## config.mk

```make
export PLATFORM = sky130hd
export DESIGN_NAME = mul_pipe
export DESIGN_NICKNAME = d
export VERILOG_FILES = /design/src/rtl/mul_pipe.sv
export SDC_FILE = /design/constraint.sdc
export NUM_CORES = 2
export LEC_CHECK = 0
export BUFFER_PORTS_ARGS = -buffer_cell sky130_fd_sc_hd__clkbuf_2
export CELL_PAD_IN_SITES_DETAIL_PLACEMENT = 0
export CELL_PAD_IN_SITES_GLOBAL_PLACEMENT = 2
export CORE_UTILIZATION = 42
export DETAILED_ROUTE_END_ITERATION = 12
export PLACE_DENSITY_LB_ADDON = 0.1
export SLEW_MARGIN = 25
export SYNTH_ARGS = -nofsm -noshare
export SYNTH_HDL_FRONTEND = slang
export SYNTH_SLANG_ARGS = --single-unit
```

## constraint.sdc

```tcl
create_clock -name mul_clk -period 30.3 [get_ports mul_clk]
set_clock_uncertainty 0.1 [all_clocks]
set_input_delay 7.575 -clock mul_clk [delete_from_list [all_inputs] [get_ports mul_clk]]
set_output_delay 7.575 -clock mul_clk [all_outputs]
set_load 0.05 [all_outputs]
```

## src/rtl/mul_pipe.sv

```systemverilog
// mul_pipe: pipelined radix-4 Booth multiplier with multiply-accumulate.
// Booth partial products are reduced in carry-save form; a single
// carry-propagate add at the end folds in +acc (madd), ~acc (msub, with the
// result complemented) or nothing (mul). Valid bits travel in a shift
// register that advances whenever the output is not stalled.
module mul_pipe #(
  parameter int WIDTH  = 32,
  parameter int STAGES = 2,
  parameter int TAG_W  = 5
) (
  input  logic               mul_clk,
  input  logic               reset,
  input  logic               flush,
  input  logic               in_valid,
  output logic               in_ready,
  input  logic               in_signed,
  input  logic [1:0]         in_op,
  input  logic [WIDTH-1:0]   in_x,
  input  logic [WIDTH-1:0]   in_y,
  input  logic [2*WIDTH-1:0] in_acc,
  input  logic [TAG_W-1:0]   in_tag,
  output logic               out_valid,
  input  logic               out_ready,
  output logic [2*WIDTH-1:0] out_result,
  output logic [TAG_W-1:0]   out_tag
);
  localparam int PW  = 2*WIDTH;
  localparam int NPP = WIDTH/2 + 1;

  typedef logic [NPP-1:0][PW-1:0] pp_t;

  // Stage-1 payload: shifted partial products, Booth +1 carries, addend.
  typedef struct packed {
    pp_t              pp;
    logic [PW-1:0]    cy;
    logic [PW-1:0]    addend;
    logic             inv;
    logic [TAG_W-1:0] tag;
  } s1_t;

  // Post-reduction payload: carry-save pair plus addend.
  typedef struct packed {
    logic [PW-1:0]    s;
    logic [PW-1:0]    c;
    logic [PW-1:0]    addend;
    logic             inv;
    logic [TAG_W-1:0] tag;
  } cs_t;

  // Carry-save reduction of all partial-product rows down to a sum/carry
  // pair. Carries out of the top bit are dropped: the result is mod 2^PW.
  function automatic cs_t reduce(input s1_t a);
    cs_t           r;
    logic [PW-1:0] t;
    r.s = a.cy;
    r.c = '0;
    for (int i = 0; i < NPP; i++) begin
      t   = r.s ^ r.c ^ a.pp[i];
      r.c = ((r.s & r.c) | (r.s & a.pp[i]) | (r.c & a.pp[i])) << 1;
      r.s = t;
    end
    r.addend = a.addend;
    r.inv    = a.inv;
    r.tag    = a.tag;
    return r;
  endfunction

  logic [STAGES:1]  vld_pipe_q;
  logic             adv;
  logic [PW-1:0]    x_ext;
  logic [WIDTH+2:0] y_ext;
  logic [2:0]       trip;
  logic [PW-1:0]    mag;
  logic             neg;
  s1_t              front;
  cs_t              fin;
  logic [PW-1:0]    res_d;
  logic [PW-1:0]    result_q;
  logic [TAG_W-1:0] tag_q;

  // Everything advances unless a valid result is waiting on the consumer.
  assign out_valid  = vld_pipe_q[STAGES];
  assign adv        = ~(out_valid & ~out_ready);
  assign in_ready   = adv;
  assign out_result = result_q;
  assign out_tag    = tag_q;

  // Booth radix-4 recoding: y gets two extension bits and an implicit 0 LSB,
  // giving WIDTH/2+1 digits in {-2..+2}. Negative digits use ~mag with the
  // +1 collected in a separate carry row at the digit's weight.
  always_comb begin
    front = '0;
    trip  = '0;
    mag   = '0;
    neg   = 1'b0;
    x_ext = {{WIDTH{in_x[WIDTH-1] & in_signed}}, in_x};
    y_ext = {{2{in_y[WIDTH-1] & in_signed}}, in_y, 1'b0};
    for (int i = 0; i < NPP; i++) begin
      trip = y_ext[2*i +: 3];
      neg  = trip[2] & ~(trip[1] & trip[0]);
      case (trip)
        3'b001, 3'b010, 3'b101, 3'b110: mag = x_ext;
        3'b011, 3'b100:                 mag = x_ext << 1;
        default:                        mag = '0;
      endcase
      front.pp[i]   = (neg ? ~mag : mag) << (2*i);
      front.cy[2*i] = neg;
    end
    // msub computes ~(x*y + ~acc), which equals acc - x*y.
    front.inv    = (in_op == 2'b10);
    front.addend = (in_op == 2'b01) ? in_acc :
                   (in_op == 2'b10) ? ~in_acc : '0;
    front.tag    = in_tag;
  end

  generate
    if (STAGES == 1) begin : g_one
      assign fin = reduce(front);
    end else begin : g_multi
      s1_t s1_q;
      cs_t tree;

      // Stage 1: capture partial products ahead of the reduction.
      always_ff @(posedge mul_clk or posedge reset)
        if (reset)    s1_q <= '0;
        else if (adv) s1_q <= front;

      assign tree = reduce(s1_q);

      if (STAGES == 2) begin : g_nomid
        assign fin = tree;
      end else begin : g_mid
        cs_t mid_q [STAGES-2];

        // Middle stages carry the carry-save pair; retiming can move tree
        // levels across them.
        always_ff @(posedge mul_clk or posedge reset)
          if (reset) begin
            for (int k = 0; k < STAGES-2; k++) mid_q[k] <= '0;
          end else if (adv) begin
            mid_q[0] <= tree;
            for (int k = 1; k < STAGES-2; k++) mid_q[k] <= mid_q[k-1];
          end

        assign fin = mid_q[STAGES-3];
      end
    end
  endgenerate

  // Final carry-propagate add, always feeding the output register.
  assign res_d = fin.inv ? ~(fin.s + fin.c + fin.addend)
                         :  (fin.s + fin.c + fin.addend);

  // Output register: held while stalled.
  always_ff @(posedge mul_clk or posedge reset)
    if (reset) begin
      result_q <= '0;
      tag_q    <= '0;
    end else if (adv) begin
      result_q <= res_d;
      tag_q    <= fin.tag;
    end

  // Valid shift register; flush drops everything, even a stalled output.
  always_ff @(posedge mul_clk or posedge reset)
    if (reset)      vld_pipe_q <= '0;
    else if (flush) vld_pipe_q <= '0;
    else if (adv) begin
      vld_pipe_q[1] <= in_valid;
      for (int k = 2; k <= STAGES; k++) vld_pipe_q[k] <= vld_pipe_q[k-1];
    end

endmodule
```

==> results list <==
- The run finished with clean final reports.
- The layout has about 13000 filler cells.
* Critical path origin: out_ready
* Flops & latches, synth: 734
- In this run the register-to-register setup slack is 17650 ps.
- In the synthesized netlist the async set-or-reset flop fraction comes to 100%.
- Startpoint of the worst-slack reg-to-reg timing path: g_multi.s1_q[102]$_DFFE_PP0N_
* Post-CTS Hold Buffers: 0
- In this run the vertical extent of the chip is ~370 um.
* Combined area of the multi-input logic cells: approximately 36000 um2
- The pre-antenna-repair detailed-routing pass consisted of 8 iterations.
- Wire length of the first global-routing pass: around 260000 um
- Peak per-stage delay on the critical path: 360 ps
* Total count of hold-check failures in the final report: 0
* TritonCTS clock tree: built
* GRT Util Overall: 24.9%
- Critical R2R Capture: out_result[60]$_DFFE_PP0N_
- CTS clk-pin slew, worst paths: approximately 60 ps
* Final setup viols: 0
- Among the stages of the critical path, the cell type that occurs most often is sky130_fd_sc_hd__clkbuf_2.
- Area inside the core boundary: approximately 130000 um2
- For the pin with the worst max-slew slack, the measured transition is approximately 1100 ps.
- For this block, the initial DRC count from the detailed router was 2757.
- Entering global routing, the biggest net connects 188 pins.
* Classification of the worst setup path: primary input to primary output
- Endpoint kind of the worst setup timing path: primary output
- After clock tree synthesis, the repair step resized 0 gates.
- The total overflow left after global routing is 0.
- The floorplan step defined a die boundary enclosing between 100000 and 150000 um2.
- The tightest min-delay check is of the register to register type.
- Crit-path max FO: around 50
- Measured against its own limit, the worst slew margin works out to between 20% and 30%.
- Row Count: 134
* Via count of the first global-routing pass: 42100
- Summing all flip-flop and latch instances after layout gives 18400 um2.
- Total Nets Final: roughly 6700
- Cell depth of the worst setup path: 4
- Required time at the worst-slack endpoint: around 23000 ps
* Seq/Total Area, Yosys: 32.2%
- The slowest stage of the critical path is the sky130_fd_sc_hd__clkbuf_2 cell.
* Initial antenna violation count: 12
* Number of slew-limit violations in the final report: 0
- Once the floorplan was initialized, standard cells occupied a little over two fifths of the core.
- Post-Syn Nets: between 6000 and 7000
* Chip Width: 371 um
* Achievable Freq: 62.0 MHz
* Port Buf Inserts: 211
- In the synthesized netlist the dominant register cell turns out to be sky130_fd_sc_hd__dfrtp_1.
- For this design the top-level I/O count stands at 212.
- For the worst-skew pair, the clock arrives at the later sink with an insertion delay of 710 ps.
* Number of maximum-capacitance constraint violations: 0
- Path depth of the worst reg2reg path: 32
- Clock root buffer: sky130_fd_sc_hd__clkbuf_16
- After synthesis, the mean cell area works out to 9.66 um2.
- Relative to the synthesized area, the layout overhead comes to 9.86%.
- Share of the cycle needed by the critical path after routing: 53.2%
- Number of nets with antenna violations after routing: 0
- In this run the deepest clock path goes through 3 buffers.
* Final estimated routing congestion in global placement: between 0.8 and 0.9
* Synth warn: 0
* Total negative slack for setup checks: 0 ps
* Clock buffer count from CTS: 95
- Total vias in the final route: ~42000
* Final Critical Period: ~16000 ps
- Hpwl dp: 120000 um
* Cell-by-cell trace of the critical path: clkbuf_2 -> nor2b_4 -> inv_8 -> clkbuf_2
- The clock tree synthesis step divided the H-tree into 3 levels.
* Layout cell share with drive strength beyond 1: 8.78%
- The number of buffers and inverters on the critical path is 3.
- Dividing the detail-routed via count by the number of cells gives 5.48.
* Detailed-route DRC error count: 0
- Synthesis instantiated 68 different standard cells from the library.
- Count of buffers added by post-CTS timing repair for setup: 0
* Mapped Cells: 5907
* Worst endpoint data arrival time: 8450 ps
* Type of origin of the critical path: primary input
- After detailed routing, the average wire length per cell comes to 22.3 um.
* Total standard cell area after synthesis: 57000 um2
- Grouping stages by cell kind, the critical path spends the most delay in buffers and inverters.
- Final wirelength: 169000 um
- The tree built by TritonCTS fans out to 734 sinks.
- Setup repair after global routing missed its margin: no
* Worst setup path end: in_ready
- Counting flops with a built-in enable in the synthesized netlist gives 0.
Yosys cell counts, types with 18 or more instances:
cell | count | area (um2)
sky130_fd_sc_hd__a21oi_1 | 448 | 2240
sky130_fd_sc_hd__a21o_1 | 25 | 188
sky130_fd_sc_hd__o21ai_0 | 402 | 2010
sky130_fd_sc_hd__a221oi_1 | 237 | 2080
sky130_fd_sc_hd__nand2_1 | 513 | 1930
sky130_fd_sc_hd__clkbuf_1 | 497 | 1870
sky130_fd_sc_hd__ha_1 | 268 | 3350
sky130_fd_sc_hd__inv_1 | 298 | 1120
sky130_fd_sc_hd__a31oi_1 | 18 | 113
sky130_fd_sc_hd__fa_1 | 567 | 11400
sky130_fd_sc_hd__buf_1 | 41 | 154
sky130_fd_sc_hd__nor2_1 | 650 | 2440
sky130_fd_sc_hd__a22oi_1 | 251 | 1880
sky130_fd_sc_hd__dfrtp_1 | 734 | 18400
sky130_fd_sc_hd__mux2i_1 | 18 | 180
sky130_fd_sc_hd__xnor2_1 | 91 | 797
sky130_fd_sc_hd__nand3_1 | 22 | 110
sky130_fd_sc_hd__a211oi_1 | 43 | 323
sky130_fd_sc_hd__xor2_1 | 548 | 4800
sky130_fd_sc_hd__o21ai_1 | 19 | 95.1
cell usage in the layout, fill, tap and decap left out, types with 251 or more instances in the layout:
cell / count
sky130_fd_sc_hd__a21oi_1: 448
sky130_fd_sc_hd__a22oi_1: 251
sky130_fd_sc_hd__o21ai_0: 402
sky130_fd_sc_hd__inv_1: 296
sky130_fd_sc_hd__dfrtp_1: 733
sky130_fd_sc_hd__fa_1: 567
sky130_fd_sc_hd__xor2_1: 541
sky130_fd_sc_hd__ha_1: 267
sky130_fd_sc_hd__nand2_1: 513
sky130_fd_sc_hd__nor2_1: 635
area by class of cell:
class / instances / share of cell area [%]
multi-input combinational: 4332 / 57.0
sequential: 734 / 29.3
clock buffer: 147 / 4.72
tap: 1768 / 3.53
timing repair buffer: 298 / 2.98
inverter: 298 / 1.81
clock inverter: 25 / 0.587
antenna: 2 / 0.00799
worst min-delay path: stages (launching register included):
cell	delay, ps
sky130_fd_sc_hd__dfrtp_1	340
sky130_fd_sc_hd__nand2_1	50
sky130_fd_sc_hd__nand2_1	50
worst min path at each step:
stage,from,endpoint,slack (ps),cells after the start
final,out_tag[3]$_DFFE_PP0N_,out_tag[3]$_DFFE_PP0N_,360,2
after global routing,out_tag[3]$_DFFE_PP0N_,out_tag[3]$_DFFE_PP0N_,390,2
after CTS,out_tag[3]$_DFFE_PP0N_,out_tag[3]$_DFFE_PP0N_,370,2
after detailed placement,out_tag[3]$_DFFE_PP0N_,out_tag[3]$_DFFE_PP0N_,350,2
after global placement,out_tag[3]$_DFFE_PP0N_,out_tag[3]$_DFFE_PP0N_,350,2
after floorplan,fin[0]$_DFFE_PP0N_,fin[0]$_DFFE_PP0N_,340,2
cell families (layout without fill, tap and decap cells):
| kind of cell | after synthesis | after routing | synth area share, % |
|---|---|---|---|
| buffers and inverters | 841 | 768 | 5.55 |
| AND/OR/NAND/NOR | 1293 | 1293 | 9.07 |
| AO/OA/AOI/OAI | 1536 | 1536 | 17.1 |
| flip-flops | 734 | 734 | 32.2 |
| XOR/XNOR | 639 | 639 | 9.81 |
| multiplexers | 27 | 27 | 0.494 |
| adder cells (fa/ha/maj) | 837 | 837 | 25.8 |
| other | 0 | 2 | 0 |
per-stage QoR:
step	cells	hold WS (ps)	utilization [%]	area, um2	setup WS (ps)
2_1_floorplan	5907	339	-	57000	2030
3_3_place_gp	7424	349	44.1	59100	14170
3_5_place_dp	7427	355	44.2	59200	14170
4_1_cts	7599	369	46.6	62600	14180
5_1_grt	7603	387	46.7	62700	14160
6_report	7604	364	46.7	62700	14170
flip-flops by register name, summed over array words and instances, names as in the netlist:
signal,count
fin,70
g_multi.s1_q,593
out_result,64
out_tag,5
vld_pipe_q,2
routing by layer:
| metal | track usage (%) | routed length (um) | vias up |
|---|---|---|---|
| li1 | - | - | 19600 |
| met1 | 35.8 | 78500 | 21000 |
| met2 | 40.1 | 80700 | 902 |
| met3 | 2.95 | 7160 | 160 |
| met4 | 5.67 | 3090 | 14 |
| met5 | 0 | 84 | - |
Power is left out: the tool's default activity adds up to more than one toggle a clock period on the data nets, which glitch-free logic cannot reach.
